$ cat config.mk
export PLATFORM = sky130hd
export DESIGN_NAME = rx_serial_fifo
export DESIGN_NICKNAME = d
export VERILOG_FILES = /design/src/rtl/rx_serial_pkg.sv /design/src/rtl/rx_fifo.sv /design/src/rtl/rx_serial_fifo.sv
export SDC_FILE = /design/constraint.sdc
export NUM_CORES = 1
export LEC_CHECK = 0
export BUFFER_PORTS_ARGS = -buffer_cell sky130_fd_sc_hd__buf_4
export CORE_AREA = 2 2 102 114
export CTS_CLUSTER_DIAMETER = 100
export DETAILED_ROUTE_END_ITERATION = 7
export DIE_AREA = 0 0 104 116
export GPL_TIMING_DRIVEN = 0
export HOLD_SLACK_MARGIN = 0.05
export SETUP_SLACK_MARGIN = 0.1
export SYNTH_ARGS = -nofsm -noshare
export SYNTH_HDL_FRONTEND = slang
export SYNTH_SLANG_ARGS = --single-unit
$ cat constraint.sdc
create_clock -name clock -period 6.7 [get_ports clock]
set_input_delay 0.335 -clock clock [delete_from_list [all_inputs] [get_ports clock]]
set_output_delay 0.335 -clock clock [all_outputs]
set_load 0.005 [all_outputs]
$ cat src/rtl/rx_serial_pkg.sv
// Shared definitions for the serial receive path.
//   - Parity-mode constants for the PARITY_MODE parameter.
//   - Receive FSM state type.
//   - clks_per_bit(): integer clocks per line bit.
//   - majority3(): 2-of-3 vote used for mid-bit sampling.
package rx_serial_pkg;

  localparam int unsigned PARITY_NONE = 0;
  localparam int unsigned PARITY_EVEN = 1;
  localparam int unsigned PARITY_ODD  = 2;

  typedef enum logic [2:0] {
    ST_IDLE,
    ST_START,
    ST_DATA,
    ST_PARITY,
    ST_STOP
  } rx_state_t;

  function automatic int unsigned clks_per_bit(input int unsigned clock_hz,
                                               input int unsigned baud);
    return clock_hz / baud;
  endfunction

  function automatic logic majority3(input logic a, input logic b, input logic c);
    return (a & b) | (a & c) | (b & c);
  endfunction

endpackage

$ cat src/rtl/rx_fifo.sv
// Synchronous show-ahead FIFO holding received words.
// Ports:
//   clock, reset     rising-edge clock, synchronous active-high reset
//   push, push_data  write request and word; ignored while full unless a pop
//                    happens in the same cycle
//   pop              read request; ignored while empty
//   head             oldest stored word (all zero while empty)
//   empty, full      occupancy flags
//   count            number of stored words, 0..DEPTH
module rx_fifo #(
  parameter int unsigned DEPTH = 4,
  parameter int unsigned WIDTH = 10
) (
  input  logic                         clock,
  input  logic                         reset,
  input  logic                         push,
  input  logic [WIDTH-1:0]             push_data,
  input  logic                         pop,
  output logic [WIDTH-1:0]             head,
  output logic                         empty,
  output logic                         full,
  output logic [$clog2(DEPTH+1)-1:0]   count
);

  localparam int unsigned AW = $clog2(DEPTH);
  localparam int unsigned CW = $clog2(DEPTH + 1);

  logic [WIDTH-1:0] mem [DEPTH];
  logic [AW-1:0]    wr_ptr;
  logic [AW-1:0]    rd_ptr;
  logic             do_push;
  logic             do_pop;

  assign empty   = (count == '0);
  assign full    = (count == CW'(DEPTH));
  assign do_pop  = pop & ~empty;
  // A full FIFO still accepts a word when the head leaves in the same cycle.
  assign do_push = push & (~full | do_pop);

  always_ff @(posedge clock) begin
    if (reset) begin
      wr_ptr <= '0;
      rd_ptr <= '0;
      count  <= '0;
    end else begin
      // DEPTH is a power of two, so pointer overflow is the modulo wrap.
      if (do_push) wr_ptr <= wr_ptr + 1'b1;
      if (do_pop)  rd_ptr <= rd_ptr + 1'b1;
      case ({do_push, do_pop})
        2'b10:   count <= count + 1'b1;
        2'b01:   count <= count - 1'b1;
        default: ;
      endcase
    end
  end

  always_ff @(posedge clock) begin
    if (do_push) mem[wr_ptr] <= push_data;
  end

  assign head = empty ? '0 : mem[rd_ptr];

endmodule

$ cat src/rtl/rx_serial_fifo.sv
// Asynchronous UART-style receiver feeding a show-ahead receive FIFO.
// Ports:
//   clock       system clock, rising edge
//   reset       synchronous active-high, clears all state
//   rxd         asynchronous serial input, idle high
//   ready       consumer accepts the head word this cycle
//   valid       FIFO non-empty; head word on data/parity_err/frame_err
//   data        head word data bits
//   parity_err  head word parity mismatch (always 0 without parity)
//   frame_err   head word had a stop bit sampled low
//   overrun     one-cycle pulse: a completed frame was dropped (FIFO full)
//   busy        receiver is inside a frame
//   count       FIFO occupancy
module rx_serial_fifo
  import rx_serial_pkg::*;
#(
  parameter int unsigned CLOCK_HZ    = 50_000_000,
  parameter int unsigned BAUD_RATE   = 9600,
  parameter int unsigned N_BITS      = 8,
  parameter int unsigned PARITY_MODE = 1,
  parameter int unsigned STOP_BITS   = 1,
  parameter int unsigned DEPTH       = 4
) (
  input  logic                        clock,
  input  logic                        reset,
  input  logic                        rxd,
  input  logic                        ready,
  output logic                        valid,
  output logic [N_BITS-1:0]           data,
  output logic                        parity_err,
  output logic                        frame_err,
  output logic                        overrun,
  output logic                        busy,
  output logic [$clog2(DEPTH+1)-1:0]  count
);

  localparam int unsigned CPB    = clks_per_bit(CLOCK_HZ, BAUD_RATE);
  localparam int unsigned MID    = CPB / 2;
  localparam int unsigned TICK_W = $clog2(CPB);
  localparam int unsigned BIT_W  = $clog2(N_BITS);
  localparam int unsigned WIDTH  = N_BITS + 2;

  if (CPB < 8) begin : g_cpb_check
    $error("rx_serial_fifo: CLOCK_HZ/BAUD_RATE must be at least 8");
  end
  if (N_BITS < 5 || N_BITS > 9) begin : g_nbits_check
    $error("rx_serial_fifo: N_BITS must be 5..9");
  end
  if (PARITY_MODE > PARITY_ODD) begin : g_parity_check
    $error("rx_serial_fifo: PARITY_MODE must be 0, 1 or 2");
  end
  if (STOP_BITS < 1 || STOP_BITS > 2) begin : g_stop_check
    $error("rx_serial_fifo: STOP_BITS must be 1 or 2");
  end
  if (DEPTH < 2 || (DEPTH & (DEPTH - 1)) != 0) begin : g_depth_check
    $error("rx_serial_fifo: DEPTH must be a power of two >= 2");
  end

  // Input synchroniser plus one delay stage for falling-edge detection.
  logic rxd_m, rxd_s, rxd_d;
  logic fall;

  always_ff @(posedge clock) begin
    if (reset) begin
      rxd_m <= 1'b1;
      rxd_s <= 1'b1;
      rxd_d <= 1'b1;
    end else begin
      rxd_m <= rxd;
      rxd_s <= rxd_m;
      rxd_d <= rxd_s;
    end
  end

  assign fall = rxd_d & ~rxd_s;

  rx_state_t         state, state_nx;
  logic [TICK_W-1:0] tick, tick_nx;
  logic [N_BITS-1:0] shreg, shreg_nx;
  logic [BIT_W-1:0]  bit_cnt, bit_cnt_nx;
  logic              par_err_q, par_err_nx;
  logic              frm_err_q, frm_err_nx;
  logic              samp_a, samp_b;
  logic              decide;
  logic              bit_val;
  logic              exp_par;
  logic              push;
  logic [WIDTH-1:0]  push_word;
  logic              pop;
  logic              fifo_empty;
  logic              fifo_full;

  // Tick keeps running modulo CPB across bits, so after the start-bit
  // decision the next decision lands exactly one bit period later.
  assign decide  = (state != ST_IDLE) && (tick == TICK_W'(MID + 1));
  assign bit_val = majority3(samp_a, samp_b, rxd_s);
  assign exp_par = (PARITY_MODE == PARITY_ODD) ? ~(^shreg) : (^shreg);

  always_ff @(posedge clock) begin
    if (reset) begin
      samp_a <= 1'b1;
      samp_b <= 1'b1;
    end else begin
      if (tick == TICK_W'(MID - 1)) samp_a <= rxd_s;
      if (tick == TICK_W'(MID))     samp_b <= rxd_s;
    end
  end

  always_ff @(posedge clock) begin
    if (reset) begin
      state     <= ST_IDLE;
      tick      <= '0;
      shreg     <= '0;
      bit_cnt   <= '0;
      par_err_q <= 1'b0;
      frm_err_q <= 1'b0;
    end else begin
      state     <= state_nx;
      tick      <= tick_nx;
      shreg     <= shreg_nx;
      bit_cnt   <= bit_cnt_nx;
      par_err_q <= par_err_nx;
      frm_err_q <= frm_err_nx;
    end
  end

  always_comb begin
    state_nx   = state;
    shreg_nx   = shreg;
    bit_cnt_nx = bit_cnt;
    par_err_nx = par_err_q;
    frm_err_nx = frm_err_q;
    push       = 1'b0;

    case (state)
      ST_IDLE: begin
        if (fall) begin
          state_nx   = ST_START;
          bit_cnt_nx = '0;
          par_err_nx = 1'b0;
          frm_err_nx = 1'b0;
        end
      end
      ST_START: begin
        if (decide) state_nx = bit_val ? ST_IDLE : ST_DATA;
      end
      ST_DATA: begin
        if (decide) begin
          shreg_nx = {bit_val, shreg[N_BITS-1:1]};
          if (bit_cnt == BIT_W'(N_BITS - 1)) begin
            bit_cnt_nx = '0;
            state_nx   = (PARITY_MODE != PARITY_NONE) ? ST_PARITY : ST_STOP;
          end else begin
            bit_cnt_nx = bit_cnt + 1'b1;
          end
        end
      end
      ST_PARITY: begin
        if (decide) begin
          par_err_nx = (bit_val != exp_par);
          state_nx   = ST_STOP;
        end
      end
      ST_STOP: begin
        if (decide) begin
          frm_err_nx = frm_err_q | ~bit_val;
          // The word is pushed at the last stop decision; the rest of the
          // stop bit is spent in IDLE so an early start edge is not missed.
          if (bit_cnt == BIT_W'(STOP_BITS - 1)) begin
            push     = 1'b1;
            state_nx = ST_IDLE;
          end else begin
            bit_cnt_nx = bit_cnt + 1'b1;
          end
        end
      end
      default: state_nx = ST_IDLE;
    endcase
  end

  always_comb begin
    tick_nx = '0;
    if (state != ST_IDLE && state_nx != ST_IDLE) begin
      tick_nx = (tick == TICK_W'(CPB - 1)) ? '0 : tick + 1'b1;
    end
  end

  assign push_word = {frm_err_nx, par_err_q, shreg};
  assign pop       = valid & ready;

  rx_fifo #(
    .DEPTH (DEPTH),
    .WIDTH (WIDTH)
  ) u_fifo (
    .clock     (clock),
    .reset     (reset),
    .push      (push),
    .push_data (push_word),
    .pop       (pop),
    .head      ({frame_err, parity_err, data}),
    .empty     (fifo_empty),
    .full      (fifo_full),
    .count     (count)
  );

  always_ff @(posedge clock) begin
    if (reset) overrun <= 1'b0;
    else       overrun <= push & fifo_full & ~pop;
  end

  assign valid = ~fifo_empty;
  assign busy  = (state != ST_IDLE);

endmodule

==> flow_summary.ini <==
[drt]
drt_iter0_drc = 101
drtPass1Iterations = 4
via_count = 2372
routed_wl_um = 6730
wire_per_inst_um = 13.6
ant_nets = 0
route.detailed.drc = 0
vias_per_cell = 4.79

[layout]
multi_input_area_um2 = 1580
n_antenna_cell = 0
final_core_util = 0.407
regArea_um2 = 2080
drive_gt1_frac = 0.175
fin_nets = 358
fillers = 1058
area_growth_pct = 16.9

[clock_network]
post-cts-setup-buffer-count = 0
cts_max_level = 3
clkSinkCount = 84
post_cts_resized = 0
cts_buffer_depth = 2
root_buffer = clkbuf_16
cts_tree = yes
clk_latency_ns = 0.34
hold_buffers = 0
path_clk_slew_ns = 0.06
cts_buffers = 9

[timing]
post-route-period-util = 0.414
finalClockSkew_ns = 0.00753
holdWs_ns = 0.186
finalSetupViolCount = 0
fmax_mhz = 361
hold_viol_final = 0
fin_tns_setup_ns = 0
report.final.slew_viol_count = 0
rsz0062_at_grt = no
max_slew_margin = 0.422
post-route-min-period_ns = 2.77
worst_pin_slew_ns = 0.867

[worst_setup_path]
max_stage_delay_ns = 0.54
crit_buf_inv = 1
r2r_setup_slack_ns = 3.93
cp_top_family = simple AND/OR/NAND/NOR gates
end_kind = flip-flop
cp_slowest_cell = and2_1
start_kind = flip-flop
crit_path_max_fanout = 10
critPathKind = reg -> reg
worstPathCellList = or4b_4 > or4_4 > buf_6 > nor3_2 > and2_1
arrival_ns = 2.74
crit_required_ns = 6.67

[place]
gp_congestion = 0.858
port-buffer-count = 18
hpwl_um = 4750

[synth]
async_flop_share = 0
yosysMostFrequentCell = dfxtp_1
yosysWarnings = 0
post_synth_num_cell_types = 49
synth_area_leaders = edfxtp_1 32%, dfxtp_1 23%, mux4_2 6.0%
avgSynthCellArea_um2 = 12.0
synth-edff-count = 40
synth_common_cells = 44 x dfxtp_1, 40 x edfxtp_1, 27 x nor2_1
syn_inst = 314
synth_top_area_cell = edfxtp_1
ys_ff_latch = 84
yosysTopAreaCellShare = 0.319
ys_seq_area_frac = 0.553
dominantRegCellSynth = dfxtp_1
synth.cell_area_um2 = 3760
synth_nets = 329

[pwr]
ir_worst_vdd_v = 0.000141
powerDensity_nw_per_um2 = 243
p_comb_frac = 0.015
total_power_mw = 1.07
netSwitchingPower_mw = 0.207
swShare = 0.193
clkPwrFrac = 0.486
leakagePower_nw = 1.56
p_int_mw = 0.864
p_seq_frac = 0.499

[job]
cap_violations = 0

[floorplan]
die_y_um = 116
row_count = 40
pin_count = 20
die_width_um = 104
dieArea_um2 = 12100
core_um2 = 10800
start_util = 0.348

[global_route]
grt_start_max_net_pins = 15
grt_pass1_wl_um = 11500
first_global_vias = 2390
antenna_found_initial = 0
grt_usage = 0.121
grt_overflow_total = 0

[hold_path]
holdCritPathClass = in -> reg

[run_status]
status = finished clean
==> cell families after synthesis <==
logic type,Yosys count,share of synthesized area
and+or+nand+nor,126,0.187
muxes,26,0.103
buffers and inverters,25,0.0276
AOI/OAI and AO/OA,20,0.0352
xor gates and xnor gates,21,0.0525
adders and majority gates,12,0.0412
DFF,84,0.553
==> cell usage in the layout, fill, tap and decap left out, types with 3 or more instances in the layout <==
master / n
nand4_1: 4
nand2_1: 13
o211ai_1: 3
or3_1: 6
nor3_1: 19
and2_1: 16
a21oi_1: 4
xor2_1: 8
edfxtp_1: 40
ha_1: 10
o21ai_0: 4
clkbuf_1: 10
nor4_1: 3
mux4_2: 10
nand3_1: 3
clkbuf_16: 9
dfxtp_1: 44
nand2b_1: 8
inv_1: 11
xnor2_1: 12
nor2_1: 27
or2_2: 8
buf_4: 18
mux2i_1: 14
nor2b_1: 5
==> per-stage QoR <==
step	instance area [µm²]	std cells	setup WS [ns]
4_1_cts	4400	495	3.90
5_1_grt	4400	495	3.77
2_1_floorplan	3760	314	4.18
3_5_place_dp	4080	479	3.92
3_3_place_gp	4080	479	3.93
6_report	4400	495	3.93
==> metal layers <==
layer	up-vias	wire length, µm	GRT usage
li1	1184	-	-
met1	1137	3040	0.138
met2	39	3310	0.213
met3	12	238	0.0326
met4	0	145	0.0568
met5	-	0	0
==> sequential cells by signal, indices dropped and copies added (netlist names), 2 cells and up, named ones only <==
register	cells
bit_cnt	3
shreg	8
state	3
tick	13
u_fifo.count	3
u_fifo.mem	40
u_fifo.rd_ptr	2
u_fifo.wr_ptr	2
==> worst register-to-register path, delay by kind of cell (launching register included) <==
family / cells / cell delay, ns
DFF: 1 / 0.41
buffers and inverters: 1 / 0.15
and+or+nand+nor: 4 / 1.85
==> final timing paths <==
check / startpoint / endpoint / depth (start not counted)
worst min-delay path: rxd / rxd_m / 2
worst min register to register: rxd_m / rxd_s / 1
worst max-delay path: tick[5] / u_fifo.mem[2][9] / 5
worst max register to register: tick[5] / u_fifo.mem[2][9] / 5
==> cell type report <==
cell class | count | area share
Inverter | 11 | 0.00939
Buffer | 14 | 0.0142
Tap cell | 147 | 0.0418
Timing Repair Buffer | 18 | 0.0307
Clock buffer | 9 | 0.0512
Clock inverter | 7 | 0.0208
Multi-Input combinational cell | 205 | 0.359
Sequential cell | 84 | 0.473
==> power by group through the flow <==
stage                     Clock (mW)  Combinational, mW  Sequential, mW
final                          0.521             0.0158           0.534
after global routing           0.548             0.0178           0.534
after CTS                      0.530             0.0160           0.534
after detailed placement           0             0.0160           0.545
after global placement             0             0.0160           0.545
after floorplan                    0             0.0105           0.545
Power figures use the tool's default switching activity.
